### config.mk
export PLATFORM = sky130hd
export DESIGN_NAME = ad2s1210_config_writer
export DESIGN_NICKNAME = d
export VERILOG_FILES = /design/src/rtl/ad2s1210_pkg.sv /design/src/rtl/ad2s1210_cycle_timer.sv /design/src/rtl/ad2s1210_config_writer.sv
export SDC_FILE = /design/constraint.sdc
export NUM_CORES = 1
export LEC_CHECK = 0
export BUFFER_PORTS_ARGS = -buffer_cell sky130_fd_sc_hd__clkbuf_2
export CAP_MARGIN = 30
export CELL_PAD_IN_SITES_DETAIL_PLACEMENT = 0
export CELL_PAD_IN_SITES_GLOBAL_PLACEMENT = 1
export CORE_MARGIN = 3
export CORE_UTILIZATION = 36
export DETAILED_ROUTE_END_ITERATION = 8
export PLACE_DENSITY = 0.76
export RECOVER_POWER = 25
export SYNTH_ARGS = -nofsm -noshare
export SYNTH_HDL_FRONTEND = slang
export SYNTH_SLANG_ARGS = --single-unit
### constraint.sdc
create_clock -name clock -period 2.7 [get_ports clock]
set_clock_uncertainty 0.15 [all_clocks]
set_input_delay 0.81 -clock clock [delete_from_list [all_inputs] [get_ports clock]]
set_output_delay 0.81 -clock clock [all_outputs]
set_load 0.005 [all_outputs]
### src/rtl/ad2s1210_pkg.sv
// Shared AD2S1210 definitions: FSM state codes, status codes, address floor, config beat layout.
// AD2S1210_CONFIG_VERIFY_EN enables the read-back states in the writer.
package ad2s1210_pkg;

    localparam int unsigned STATE_W = 4;
    typedef logic [STATE_W-1:0] state_t;

    // SEND_x is always immediately followed by its WAIT_x encoding
    localparam state_t ST_IDLE          = 4'd0;
    localparam state_t ST_SETUP         = 4'd1;
    localparam state_t ST_SEND_ADDR     = 4'd2;
    localparam state_t ST_WAIT_ADDR     = 4'd3;
    localparam state_t ST_SEND_DATA     = 4'd4;
    localparam state_t ST_WAIT_DATA     = 4'd5;
    localparam state_t ST_SEND_RB_ADDR  = 4'd6;
    localparam state_t ST_WAIT_RB_ADDR  = 4'd7;
    localparam state_t ST_SEND_RB_DUMMY = 4'd8;
    localparam state_t ST_WAIT_RB_DUMMY = 4'd9;
    localparam state_t ST_HOLD          = 4'd10;
    localparam state_t ST_DONE          = 4'd11;

    localparam logic [1:0] STATUS_OK       = 2'b00;
    localparam logic [1:0] STATUS_BAD_ADDR = 2'b01;
    localparam logic [1:0] STATUS_TIMEOUT  = 2'b10;
    localparam logic [1:0] STATUS_MISMATCH = 2'b11;

    localparam logic [7:0] ADDR_FLOOR = 8'h80;

    typedef struct packed {
        logic [7:0] addr;
        logic [7:0] value;
    } config_beat_t;

    function automatic logic is_reg_addr(input logic [7:0] addr);
        return addr >= ADDR_FLOOR;
    endfunction

endpackage

### src/rtl/ad2s1210_cycle_timer.sv
// Loadable down-counter; expired_o is high once the count has reached zero.
module ad2s1210_cycle_timer #(
    parameter int unsigned W = 11
) (
    input  logic         clk_i,
    input  logic         rst_i,
    input  logic         load_i,
    input  logic [W-1:0] value_i,
    output logic         expired_o
);

    logic [W-1:0] count_q, count_d;
    logic         expired_q;

    always_comb begin
        count_d = count_q;
        if (load_i) begin
            count_d = value_i;
        end else if (count_q != '0) begin
            count_d = count_q - W'(1);
        end
    end

    always_ff @(posedge clk_i or posedge rst_i) begin
        if (rst_i) begin
            count_q   <= '0;
            expired_q <= 1'b1;
        end else begin
            count_q   <= count_d;
            expired_q <= (count_d == '0);
        end
    end

    assign expired_o = expired_q;

endmodule

### src/rtl/ad2s1210_config_writer.sv
// Writes one AD2S1210 register over SPI with mode-pin setup/hold framing.
// Define AD2S1210_CONFIG_VERIFY_EN to read the register back and compare.
module ad2s1210_config_writer
    import ad2s1210_pkg::*;
#(
    parameter int unsigned MODE_SETUP_CYCLES = 8,
    parameter int unsigned TIMEOUT_CYCLES    = 1024
) (
    input  logic        clock,
    input  logic        reset,
    input  logic [15:0] config_in_data,
    input  logic        config_in_valid,
    output logic        config_in_ready,
    output logic [31:0] spi_transfer_data,
    output logic        spi_transfer_valid,
    input  logic        spi_transfer_ready,
    input  logic [31:0] spi_data_in,
    output logic [1:0]  mode,
    output logic        busy,
    output logic [7:0]  status_out_data,
    output logic [1:0]  status_out_user,
    output logic        status_out_valid,
    input  logic        status_out_ready
);

    localparam int unsigned MAX_CYCLES = (MODE_SETUP_CYCLES > TIMEOUT_CYCLES) ?
                                         MODE_SETUP_CYCLES : TIMEOUT_CYCLES;
    localparam int unsigned TW = $clog2(MAX_CYCLES + 1);
    localparam logic [TW-1:0] SETUP_LOAD =
        TW'((MODE_SETUP_CYCLES > 0) ? MODE_SETUP_CYCLES - 1 : 0);
    localparam logic [TW-1:0] TIMEOUT_LOAD =
        TW'((TIMEOUT_CYCLES > 0) ? TIMEOUT_CYCLES - 1 : 0);
`ifdef AD2S1210_CONFIG_VERIFY_EN
    localparam state_t ST_LAST_WAIT = ST_WAIT_RB_DUMMY;
`else
    localparam state_t ST_LAST_WAIT = ST_WAIT_DATA;
`endif

    state_t       state_q, state_d;
    logic [7:0]   addr_q, addr_d;
    logic [7:0]   value_q, value_d;
    logic [1:0]   code_q, code_d;
    logic [7:0]   rb_q, rb_d;
    logic         seen_low_q, seen_low_d;
    logic         spi_valid_q, spi_valid_d;
    logic [7:0]   spi_byte_q, spi_byte_d;
    logic [1:0]   mode_q, mode_d;
    logic         busy_q, busy_d;
    logic         ready_q, ready_d;
    logic         status_valid_q, status_valid_d;

    config_beat_t beat_c;
    logic [7:0]   send_byte_c;
    logic         timeout_c;
    logic         tmr_load_c;
    logic [TW-1:0] tmr_value_c;
    logic         tmr_expired;
    logic         unused_rx_bits;

`ifdef AD2S1210_CONFIG_VERIFY_EN
    assign unused_rx_bits = ^spi_data_in[31:8];
`else
    assign unused_rx_bits = ^spi_data_in;
`endif

    assign beat_c = config_beat_t'(config_in_data);

    ad2s1210_cycle_timer #(.W(TW)) u_timer (
        .clk_i     (clock),
        .rst_i     (reset),
        .load_i    (tmr_load_c),
        .value_i   (tmr_value_c),
        .expired_o (tmr_expired)
    );

    // Byte driven by the current SEND state
    always_comb begin
        case (state_q)
            ST_SEND_DATA:     send_byte_c = value_q;
            ST_SEND_RB_DUMMY: send_byte_c = 8'h00;
            default:          send_byte_c = addr_q;
        endcase
    end

    always_comb begin
        state_d     = state_q;
        addr_d      = addr_q;
        value_d     = value_q;
        code_d      = code_q;
        rb_d        = rb_q;
        seen_low_d  = seen_low_q;
        spi_valid_d = 1'b0;
        spi_byte_d  = spi_byte_q;
        tmr_load_c  = 1'b0;
        tmr_value_c = SETUP_LOAD;
        timeout_c   = 1'b0;

        case (state_q)
            ST_IDLE: begin
                if (config_in_valid && ready_q) begin
                    addr_d  = beat_c.addr;
                    value_d = beat_c.value;
                    rb_d    = 8'h00;
                    if (is_reg_addr(beat_c.addr)) begin
                        code_d     = STATUS_OK;
                        state_d    = ST_SETUP;
                        tmr_load_c = 1'b1;
                    end else begin
                        code_d  = STATUS_BAD_ADDR;
                        state_d = ST_DONE;
                    end
                end
            end
            ST_SETUP: begin
                if (tmr_expired) begin
                    state_d     = ST_SEND_ADDR;
                    tmr_load_c  = 1'b1;
                    tmr_value_c = TIMEOUT_LOAD;
                end
            end
`ifdef AD2S1210_CONFIG_VERIFY_EN
            ST_SEND_ADDR, ST_SEND_DATA, ST_SEND_RB_ADDR, ST_SEND_RB_DUMMY: begin
`else
            ST_SEND_ADDR, ST_SEND_DATA: begin
`endif
                // Timeout budget spans the SEND and WAIT halves of one transfer
                if (spi_transfer_ready && !spi_valid_q) begin
                    spi_valid_d = 1'b1;
                    spi_byte_d  = send_byte_c;
                    seen_low_d  = 1'b0;
                    state_d     = state_q + 4'd1;
                end else if (tmr_expired) begin
                    timeout_c = 1'b1;
                end
            end
`ifdef AD2S1210_CONFIG_VERIFY_EN
            ST_WAIT_ADDR, ST_WAIT_DATA, ST_WAIT_RB_ADDR, ST_WAIT_RB_DUMMY: begin
`else
            ST_WAIT_ADDR, ST_WAIT_DATA: begin
`endif
                if (!spi_transfer_ready) begin
                    seen_low_d = 1'b1;
                end
                if (spi_transfer_ready && seen_low_q) begin
                    tmr_load_c  = 1'b1;
                    tmr_value_c = TIMEOUT_LOAD;
                    case (state_q)
                        ST_WAIT_ADDR: state_d = ST_SEND_DATA;
`ifdef AD2S1210_CONFIG_VERIFY_EN
                        ST_WAIT_DATA:    state_d = ST_SEND_RB_ADDR;
                        ST_WAIT_RB_ADDR: state_d = ST_SEND_RB_DUMMY;
                        ST_WAIT_RB_DUMMY: begin
                            rb_d        = spi_data_in[7:0];
                            code_d      = (spi_data_in[7:0] == value_q) ?
                                          STATUS_OK : STATUS_MISMATCH;
                            state_d     = ST_HOLD;
                            tmr_value_c = SETUP_LOAD;
                        end
`else
                        ST_WAIT_DATA: begin
                            state_d     = ST_HOLD;
                            tmr_value_c = SETUP_LOAD;
                        end
`endif
                        default: state_d = ST_IDLE;
                    endcase
                end else if (tmr_expired) begin
                    timeout_c = 1'b1;
                end
            end
            ST_HOLD: begin
                if (tmr_expired) begin
                    state_d = ST_DONE;
                end
            end
            ST_DONE: begin
                if (status_out_ready) begin
                    state_d = ST_IDLE;
                end
            end
            default: state_d = ST_IDLE;
        endcase

        if (timeout_c) begin
            code_d      = STATUS_TIMEOUT;
            state_d     = ST_HOLD;
            tmr_load_c  = 1'b1;
            tmr_value_c = SETUP_LOAD;
        end

        // Outputs registered from the next state so they align with state_q
        mode_d         = (state_d >= ST_SETUP && state_d <= ST_LAST_WAIT) ? 2'b11 : 2'b00;
        busy_d         = (state_d != ST_IDLE);
        ready_d        = (state_d == ST_IDLE);
        status_valid_d = (state_d == ST_DONE);
    end

    always_ff @(posedge clock or posedge reset) begin
        if (reset) begin
            state_q        <= ST_IDLE;
            addr_q         <= 8'h00;
            value_q        <= 8'h00;
            code_q         <= STATUS_OK;
            rb_q           <= 8'h00;
            seen_low_q     <= 1'b0;
            spi_valid_q    <= 1'b0;
            spi_byte_q     <= 8'h00;
            mode_q         <= 2'b00;
            busy_q         <= 1'b0;
            ready_q        <= 1'b0;
            status_valid_q <= 1'b0;
        end else begin
            state_q        <= state_d;
            addr_q         <= addr_d;
            value_q        <= value_d;
            code_q         <= code_d;
            rb_q           <= rb_d;
            seen_low_q     <= seen_low_d;
            spi_valid_q    <= spi_valid_d;
            spi_byte_q     <= spi_byte_d;
            mode_q         <= mode_d;
            busy_q         <= busy_d;
            ready_q        <= ready_d;
            status_valid_q <= status_valid_d;
        end
    end

    assign config_in_ready    = ready_q;
    assign spi_transfer_data  = {24'h000000, spi_byte_q};
    assign spi_transfer_valid = spi_valid_q;
    assign mode               = mode_q;
    assign busy               = busy_q;
    assign status_out_data    = rb_q;
    assign status_out_user    = code_q;
    assign status_out_valid   = status_valid_q;

endmodule
; ---- Yosys cells after proc, flatten, opt, wreduce, memory -nomap -nowiden
; Index checks and enable logic that the tools add are counted.
[classes]
n_addsub = 2
n_reduce_logical = 19
n_eq_ne = 11
n_lt_le_gt_ge = 3
mux = 37
[ops]
columns = op, count
row1 = 2-to-1 mux 11 bit, 3
row2 = 2-to-1 mux 4 bit, 8
row3 = 2-to-1 mux 10 bit, 3
row4 = case mux 4 bit (6 select lines), 1
row5 = case mux 10 bit (2 select lines), 1
row6 = "== test 4 bit, second input constant", 4
row7 = case mux 8 bit (2 select lines), 1
row8 = 2-to-1 mux 1 bit, 12
row9 = zero test 11 bit, 1
row10 = nonzero test 11 bit, 1
row11 = "subtractor 11 x 1 -> 11 bit, second input constant", 1
row12 = "== test 4 x 2 -> 1 bit, second input constant", 2
row13 = "== test 4 x 3 -> 1 bit, second input constant", 2
row14 = ">= comparator 8 bit, second input constant", 1
row15 = zero test 4 bit, 2
row16 = 2-to-1 mux 2 bit, 4
row17 = case mux 4 bit (2 select lines), 1
row18 = AND reduction 2 bit, 3
row19 = nonzero test 2 bit, 3
row20 = "adder 4 x 1 -> 4 bit, second input constant", 1
row21 = "== test 4 x 1 -> 1 bit, second input constant", 1
row22 = ">= comparator 4 x 1 -> 1 bit, second input constant", 1
row23 = "<= comparator 4 x 3 -> 1 bit, second input constant", 1
row24 = logical AND 1 bit, 4
row25 = other kinds (7), 10
[word_totals]
out_inout_bits = 48
elab_cells = 85
regBits = 49
input_bits = 53

; ---- Depth between registers and ports, before layout
; Gate-level depths: netlist (run 1).
[depth]
word_depth = 8
ltp_mapped = 9
ltp_nobuf = 8

; ---- Hierarchy
; A second synthesis (run 1) with hierarchy kept.
[unflattened]
cells_unflattened = 309
area_unflattened_um2 = 3022.9
[by_module_without_submodules]
columns = mod, cells_each, instances, area_each_um2, seq_area_each_um2
row1 = ad2s1210_config_writer, 215, 1, 2154.6, 900.9
row2 = ad2s1210_cycle_timer, 94, 1, 868.3, 301.5

; ---- Worst setup path before layout (run 1)
; No wires, ideal clock.
[synth_path]
path_type = reg2reg
startpoint = register state_q[1]
endpoint = register mode_q[0], in the netlist mode[0]
arrival_time_ns = 2.039
setup_ns = 0.150
path_stages_with_launch = 10
path_buffers = 1
required_time_ns = 2.400
synth_period_minus_slack_ns = 2.339
slack_ns = 0.361
path_cell_list = dfrtp_1 inv_1 ha_1 mux2_4 nand2_4 inv_2 buf_6 a2111o_1 nor3_1 a211oi_2
[synth_between]
elab_chain_cells = 8
[synth_rtl]
columns = element, line_no
row1 = "start, declared", ad2s1210_config_writer.sv:39  ; state_t state_q, state_d;
row2 = "start signal, assigned", ad2s1210_config_writer.sv:213  ; state_q <= state_d;
row3 = branches (longest 4 deep; another with adder 4 x 1 -> 4 bit), --
row4 = 2-to-1 mux 4 bit (*), ad2s1210_config_writer.sv:184  ; if (timeout_c) begin
row5 = >= comparator 4 x 1 -> 1 bit or <= comparator 4 x 3 -> 1 bit (tied branches), ad2s1210_config_writer.sv:192  ; mode_d = (state_d >= ST_SETUP && state_d <= ST_LAST_WAIT) ? 2'b11 : 2'b00;
row6 = logical AND 1 bit (*), ad2s1210_config_writer.sv:192
row7 = 2-to-1 mux 2 bit (*), ad2s1210_config_writer.sv:192
row8 = net mode_d[0], ad2s1210_config_writer.sv:47  ; logic [1:0] mode_q, mode_d;
row9 = "end signal, assigned", ad2s1210_config_writer.sv:221  ; mode_q <= mode_d;
row10 = "end, declared", ad2s1210_config_writer.sv:47
; Mark *: on every way through the listed nets, which the timed path passes.
; A chain may end at the register's enable or synchronous reset.

; ---- Worst setup path after layout (run 1)
[layout_path]
startpoint = register state_q[0]
endpoint = register mode_q[0], in the netlist mode[0]
; The elaborated chain is that of the path after synthesis.

==> impl_metrics.env, run 1 <==
export IMPL_cp_max_fo=8
export IMPL_setup_viol=0
export IMPL_drv_slew=0
export IMPL_gp_congestion=0.8921
export IMPL_cap_violations=0
export IMPL_nFillCells=757
export IMPL_hpwl_mm=4.472
export IMPL_via_count=2307
export IMPL_ys_top_cells_by_count="61 x nand2_1, 47 x dfrtp_1, 33 x buf_4"
export IMPL_synthMuxAreaShare=0.02269
export IMPL_nets=418
export IMPL_rows=31
export IMPL_cts_max_level=2
export IMPL_clkTransAtPathRegs_ns=0.10
export IMPL_finalCritPeriodShare=0.9298
export IMPL_drc=0
export IMPL_fin_util=0.4283
export IMPL_die_y_um=94.39
export IMPL_synth_compound_area_share=0.1517
export IMPL_synth_cell_types=62
export IMPL_fmax_mhz=398.3
export IMPL_synth_adder_area_share=0.02224
export IMPL_antenna_cells=0
export IMPL_seq_area_frac_synth=0.4275
export IMPL_ys_ff_latch=48
export IMPL_cts_sinks=48
export IMPL_finalCriticalPeriod_ns=2.510
export IMPL_p_leak_nw=1.544
export IMPL_grt_overflow=0
export IMPL_core_area_um2=7408
export IMPL_tns_ns=0
export IMPL_synth_simple_area_share=0.2384
export IMPL_yosys_area_top_type="dfrtp_1"
export IMPL_dp_cells=452
export IMPL_antenna_found_initial=0
export IMPL_design_area_um2=3173
export IMPL_cts_setup_buffers=0
export IMPL_synthFlopType="dfrtp_1"
export IMPL_ys_warnings_count=0
export IMPL_area_growth_synth_to_final_pct=12.81
export IMPL_cp_start_kind="register"
export IMPL_grt_pass1_wl_mm=10.11
export IMPL_cp_slowest_stage_delay_ns=0.54
export IMPL_worst_endpoint_arrival_ns=2.59
export IMPL_worst_skew_pair_late_latency_ns=0.30
export IMPL_worst_hold_path_type="register to register"
export IMPL_crit_slowest_cell="or4b_1"
export IMPL_grt_total_usage=0.1422
export IMPL_die_x_um=94.39
export IMPL_path_cells="inv_1, ha_1, mux2i_2, o32ai_2, and2_1, or4b_1, a211oi_2"
export IMPL_synth_area_leaders="dfrtp_1 42%, buf_4 8.8%, nand2_1 8.1%, nor2_1 3.9%, a221oi_1 2.5%"
export IMPL_synth_edff_count=0
export IMPL_hold_viol_final=0
export IMPL_dr_pass1_iters=4
export IMPL_cts_resized=0
export IMPL_synth_top_family_by_area="simple AND/OR/NAND/NOR gates"
export IMPL_rsz0062_at_grt="false"
export IMPL_layout_cells_non_filler=460
export IMPL_detail_route_vias_per_cell=5.015
export IMPL_root_buffer="clkbuf_8"
export IMPL_synth_xor_area_frac=0.01246
export IMPL_synthesis_instances=317
export IMPL_path_class="register to register"
export IMPL_ioPinCount=101
export IMPL_cts_buffers=5
export IMPL_cp_end_kind="register"
export IMPL_irDropWorstVdd_uv=297.8
export IMPL_die_area_um2=8909
export IMPL_avgSynthCellArea_um2=8.873
export IMPL_final_layout_size_suffix_gt1_frac=0.2022
export IMPL_start_util=0.3797
export IMPL_synthMostInstantiatedCell="nand2_1"
export IMPL_fin_hold_ws_ns=0.3319
export IMPL_wl_mm=6.203
export IMPL_status="completed"
export IMPL_wl_per_cell_um=13.48
export IMPL_grt_start_max_net_pins=49
export IMPL_cts_hold_buf=0
export IMPL_port_buffers=36
export IMPL_ant_nets=0
export IMPL_cts_tree="done"
export IMPL_first_iter_violations=116
export IMPL_slew_headroom=0.2015
export IMPL_powerDensity_nw_per_um2=1101
export IMPL_tightest_slew_ns=1.198
export IMPL_grt_pass1_vias=2151
export IMPL_async_flop_share=1.000
export IMPL_synth_top_area_share=0.4181
export IMPL_syn_area_um2=2813
export IMPL_placed_area_um2=3028
export IMPL_crit_required_ns=2.78
export IMPL_cts_path_max_buffers=2
## critical path: cells and delay by family (launching register included)
kind                       cells  cell delay [ns]
muxes                          1             0.32
DFF                            1             0.42
adders and majority gates      1             0.32
and+or+nand+nor                2             0.73
AOI/OAI and AO/OA              2             0.37
buffers and inverters          1             0.12
## state kept, by name, indices dropped and copies added, names as in the netlist
name                count
config_in_ready         1
state_q                 4
value_q                 8
mode                    1
seen_low_q              1
spi_transfer_valid      1
u_timer.count_q        11
status_out_valid        1
busy                    1
spi_byte_q              8
addr_q                  8
u_timer.expired_o       1
status_out_user         2
## cell usage in the layout (no fill, tap or decap), types with 2 or more instances in the layout
master	netlist	layout
nor3_1	10	10
buf_4	33	14
o21ai_0	12	12
bufinv_16	0	2
a221oi_1	8	8
nor2_1	29	29
xnor2_1	3	3
clkbuf_8	0	5
mux2i_2	2	2
dfrtp_1	47	47
inv_1	7	6
a211o_1	2	2
o21ai_1	2	2
o2111ai_1	2	2
conb_1	1	32
nand3_1	6	6
a32oi_1	2	2
nor2b_1	9	9
nor4_1	4	4
o31ai_1	2	2
a21oi_1	12	12
nand2b_1	5	5
nand2_1	61	60
ha_1	5	5
nor4b_1	2	2
clkbuf_2	0	37
o32ai_1	3	2
nand4_1	2	2
## cells by family (layout without fill, tap and decap cells)
logic type / after synthesis / count (layout)
AOI/OAI and AO/OA: 59 / 59
adders and majority gates: 5 / 5
muxes: 5 / 5
xor gates and xnor gates: 4 / 4
DFF: 48 / 48
buffers and inverters: 54 / 67
other: 1 / 32
and+or+nand+nor: 141 / 141
## path summary, 6_finish.rpt
check,from,end,slack [ns],cells after the start
setup / recovery,state_q[0],mode[0],0.19,7
hold / removal,addr_q[3],addr_q[3],0.33,2
setup reg to reg,state_q[0],mode[0],0.19,7
hold reg to reg,addr_q[3],addr_q[3],0.33,2
max in group asynchronous,reset,value_q[7],0.97,3
min in group asynchronous,reset,u_timer.count_q[5],0.71,3
## per-layer routing
metal  global-route usage  vias up  share of wire
met5                    0        -              0
met4              0.03971        0          0.012
met3              0.02231        6          0.056
met2               0.2423       78           0.48
met1               0.1876     1100           0.45
li1                     -     1123              -
## through the flow
| stage | power, mW | setup WS, ns |
|---|---|---|
| after floorplan | 2.419 | 0.3609 |
| after global placement | 2.842 | 0.08247 |
| after detailed placement | 2.866 | 0.04915 |
| after CTS | 3.509 | 0.1234 |
| after global routing | 3.787 | 0.03265 |
| final | 3.495 | 0.1895 |
## layout make-up
cell class / instances / area, µm² / share of cell area
repair buffers: 51 / 290.3 / 0.09148
inverters: 8 / 30.03 / 0.009464
clock inverters: 3 / 68.82 / 0.02169
clock buffers: 5 / 68.82 / 0.02169
well taps: 99 / 123.9 / 0.03904
flip-flops and latches: 48 / 1202 / 0.3789
multi-input cells: 246 / 1389 / 0.4377
## report_power, final
part / leakage [nW] / switching [mW] / total [mW] / internal, mW
logic: 0.885 / 0.862 / 1.56 / 0.699
clock network: 0.0687 / 0.258 / 0.630 / 0.373
registers: 0.590 / 0.259 / 1.30 / 1.04
No activity file was read; power rests on OpenSTA's default activity.
==> run 2, diff against run 1 <==
--- a/config.mk
+++ b/config.mk
@@ -6,7 +6,7 @@
 export NUM_CORES = 1
 export LEC_CHECK = 0
 export BUFFER_PORTS_ARGS = -buffer_cell sky130_fd_sc_hd__clkbuf_2
-export CAP_MARGIN = 30
+export CAP_MARGIN = 10
 export CELL_PAD_IN_SITES_DETAIL_PLACEMENT = 0
 export CELL_PAD_IN_SITES_GLOBAL_PLACEMENT = 1
 export CORE_MARGIN = 3
@@ -14,6 +14,7 @@
 export DETAILED_ROUTE_END_ITERATION = 8
 export PLACE_DENSITY = 0.76
 export RECOVER_POWER = 25
+export REMOVE_ABC_BUFFERS = 1
 export SYNTH_ARGS = -nofsm -noshare
 export SYNTH_HDL_FRONTEND = slang
 export SYNTH_SLANG_ARGS = --single-unit
==> run 2 against run 1 <==
- first-iteration DRC count down 31%
- design area down 0.39%
- maximum frequency up 1.3%
- worst hold slack better by 0.0026 ns
- combinational power about the same
- critical endpoint is now config_in_ready
- global-route usage up 0.42 points
- largest power group unchanged
==> impl_metrics.env, run 2 (synthesis gave the netlist of run 1 again) <==
export IMPL_p_switching_mw=1.367
export IMPL_hold_depth=2
export IMPL_path_class="register to register"
export IMPL_dr_pass1_iters=4
export IMPL_pwr_share_comb=0.458
export IMPL_via_count=2249
export IMPL_fin_util=0.4266
export IMPL_cp_max_fo=8
export IMPL_sw_frac_of_total=0.4033
export IMPL_tightest_slew_ns=0.8227
export IMPL_design_area_um2=3161
export IMPL_first_iter_violations=80
export IMPL_rows=31
export IMPL_dp_slack_ns=0.1355
export IMPL_layout_cells_non_filler=462
export IMPL_irDropWorstVdd_uv=339.7
export IMPL_cts_buffers=5
export IMPL_status="completed"
export IMPL_tns_ns=0
export IMPL_critPathCapture="config_in_ready"
export IMPL_port_buffers=36
export IMPL_hpwl_mm=4.610
export IMPL_clkTransAtPathRegs_ns=0.09
export IMPL_p_leak_nw=1.542
export IMPL_antenna_found_initial=0
export IMPL_grt_total_usage=0.1465
export IMPL_placed_area_um2=3055
export IMPL_die_area_um2=8909
export IMPL_drv_slew=0
export IMPL_fin_hold_ws_ns=0.3345
export IMPL_hold_viol_final=0
export IMPL_antenna_cells=0
export IMPL_cts_tree="done"
export IMPL_grt_start_max_net_pins=29
export IMPL_cap_violations=0
export IMPL_cts_hold_buf=0
export IMPL_die_x_um=94.39
export IMPL_cts_path_max_buffers=2
export IMPL_largest_reg_flops=11
export IMPL_fmax_mhz=403.4
export IMPL_total_power_mw=3.390
export IMPL_cp_start_kind="register"
export IMPL_worst_endpoint_arrival_ns=2.52
export IMPL_grt_pass1_wl_mm=10.40
export IMPL_p_seq_frac=0.390
export IMPL_drc=0
export IMPL_detail_route_vias_per_cell=4.868
export IMPL_cts_max_level=2
export IMPL_r2r_start="state_q[0]"
export IMPL_rsz0062_at_grt="false"
export IMPL_wl_per_cell_um=13.42
export IMPL_ant_nets=0
export IMPL_finalCriticalPeriod_ns=2.479
export IMPL_layout_commonest_cell="nand2_1"
export IMPL_final_layout_size_suffix_gt1_frac=0.2011
export IMPL_final_cell_mix="61 x nand2_1, 47 x dfrtp_1, 37 x clkbuf_2"
export IMPL_slew_headroom=0.4509
export IMPL_r2r_end="config_in_ready"
export IMPL_powerDensity_nw_per_um2=1073
export IMPL_reg2reg_setup_slack_ns=0.22
export IMPL_area_growth_synth_to_final_pct=12.37
export IMPL_ioPinCount=101
export IMPL_grt_overflow=0
export IMPL_setup_viol=0
export IMPL_die_y_um=94.39
export IMPL_nets=420
export IMPL_cp_end_kind="register"
export IMPL_worst_hold_path_type="register to register"
export IMPL_reg2reg_depth=8
export IMPL_finalCritPeriodShare=0.9181
export IMPL_grt_pass1_vias=2185
export IMPL_root_buffer="clkbuf_8"
export IMPL_startpoint="state_q[0]"
export IMPL_cts_sinks=48
export IMPL_start_util=0.3797
export IMPL_gp_congestion=0.8618
export IMPL_crit_required_ns=2.74
export IMPL_core_area_um2=7408
export IMPL_min_from="addr_q[2]"
export IMPL_top_register="u_timer.count_q"
export IMPL_pwr_share_clk=0.152
export IMPL_p_int_mw=2.023
export IMPL_fin_ws_ns=0.2212
export IMPL_wl_mm=6.202
export IMPL_dp_cells=454
export IMPL_worst_skew_pair_late_latency_ns=0.30
## run 2: changes by cell type in the layout (fill, tap and decap cells not counted), sizes merged
cell and delta:
bufinv -1, buf +2, clkinvlp +1
## run 2: how the worst min path moves through the flow
stage	endpoint	slack, ns
2_1_floorplan	value_q[0]	0.30
6_report	addr_q[2]	0.33
3_5_place_dp	value_q[7]	0.32
5_1_grt	addr_q[5]	0.37
3_3_place_gp	value_q[3]	0.31
4_1_cts	addr_q[5]	0.34
## run 2: repair_timing
| item | 4_1_cts | 5_1_grt |
|---|---|---|
| gates resized for setup | 0 | 1 |
| endpoints found under the hold margin | 0 | 0 |
| buffers inserted | 0 | 0 |
| setup endpoints to repair | 0 | 1 |
## run 2: final cells by class
class / count / area (µm²)
fill: 785 / 4248
multi-input combinational: 246 / 1388
sequential: 48 / 1202
timing repair buffer: 53 / 305.3
tap: 99 / 123.9
clock buffer: 5 / 68.82
clock inverter: 3 / 42.54
inverter: 8 / 30.03
## run 2: layer usage
metal / wire, µm / vias to the layer above / GRT usage
met2: 2870 / 52 / 0.2340
met3: 306 / 5 / 0.02869
li1: - / 1132 / -
met5: 0 / - / 0
met4: 79 / 0 / 0.04934
met1: 2945 / 1060 / 0.1995
## run 2: critical path, stage by stage, from the launching register on
cell	delay, ns
dfrtp_1	0.42
inv_1	0.16
ha_1	0.38
mux2i_4	0.15
o32ai_1	0.47
and2_1	0.22
buf_4	0.12
nor2_1	0.05
a32o_1	0.26
## run 2: power groups by stage
stage	registers, mW	logic, mW	clock network [mW]
after global placement	1.33	1.53	0
after floorplan	1.29	1.04	0
after detailed placement	1.34	1.55	0
after global routing	1.37	1.77	0.562
after CTS	1.32	1.56	0.535
final	1.32	1.55	0.517
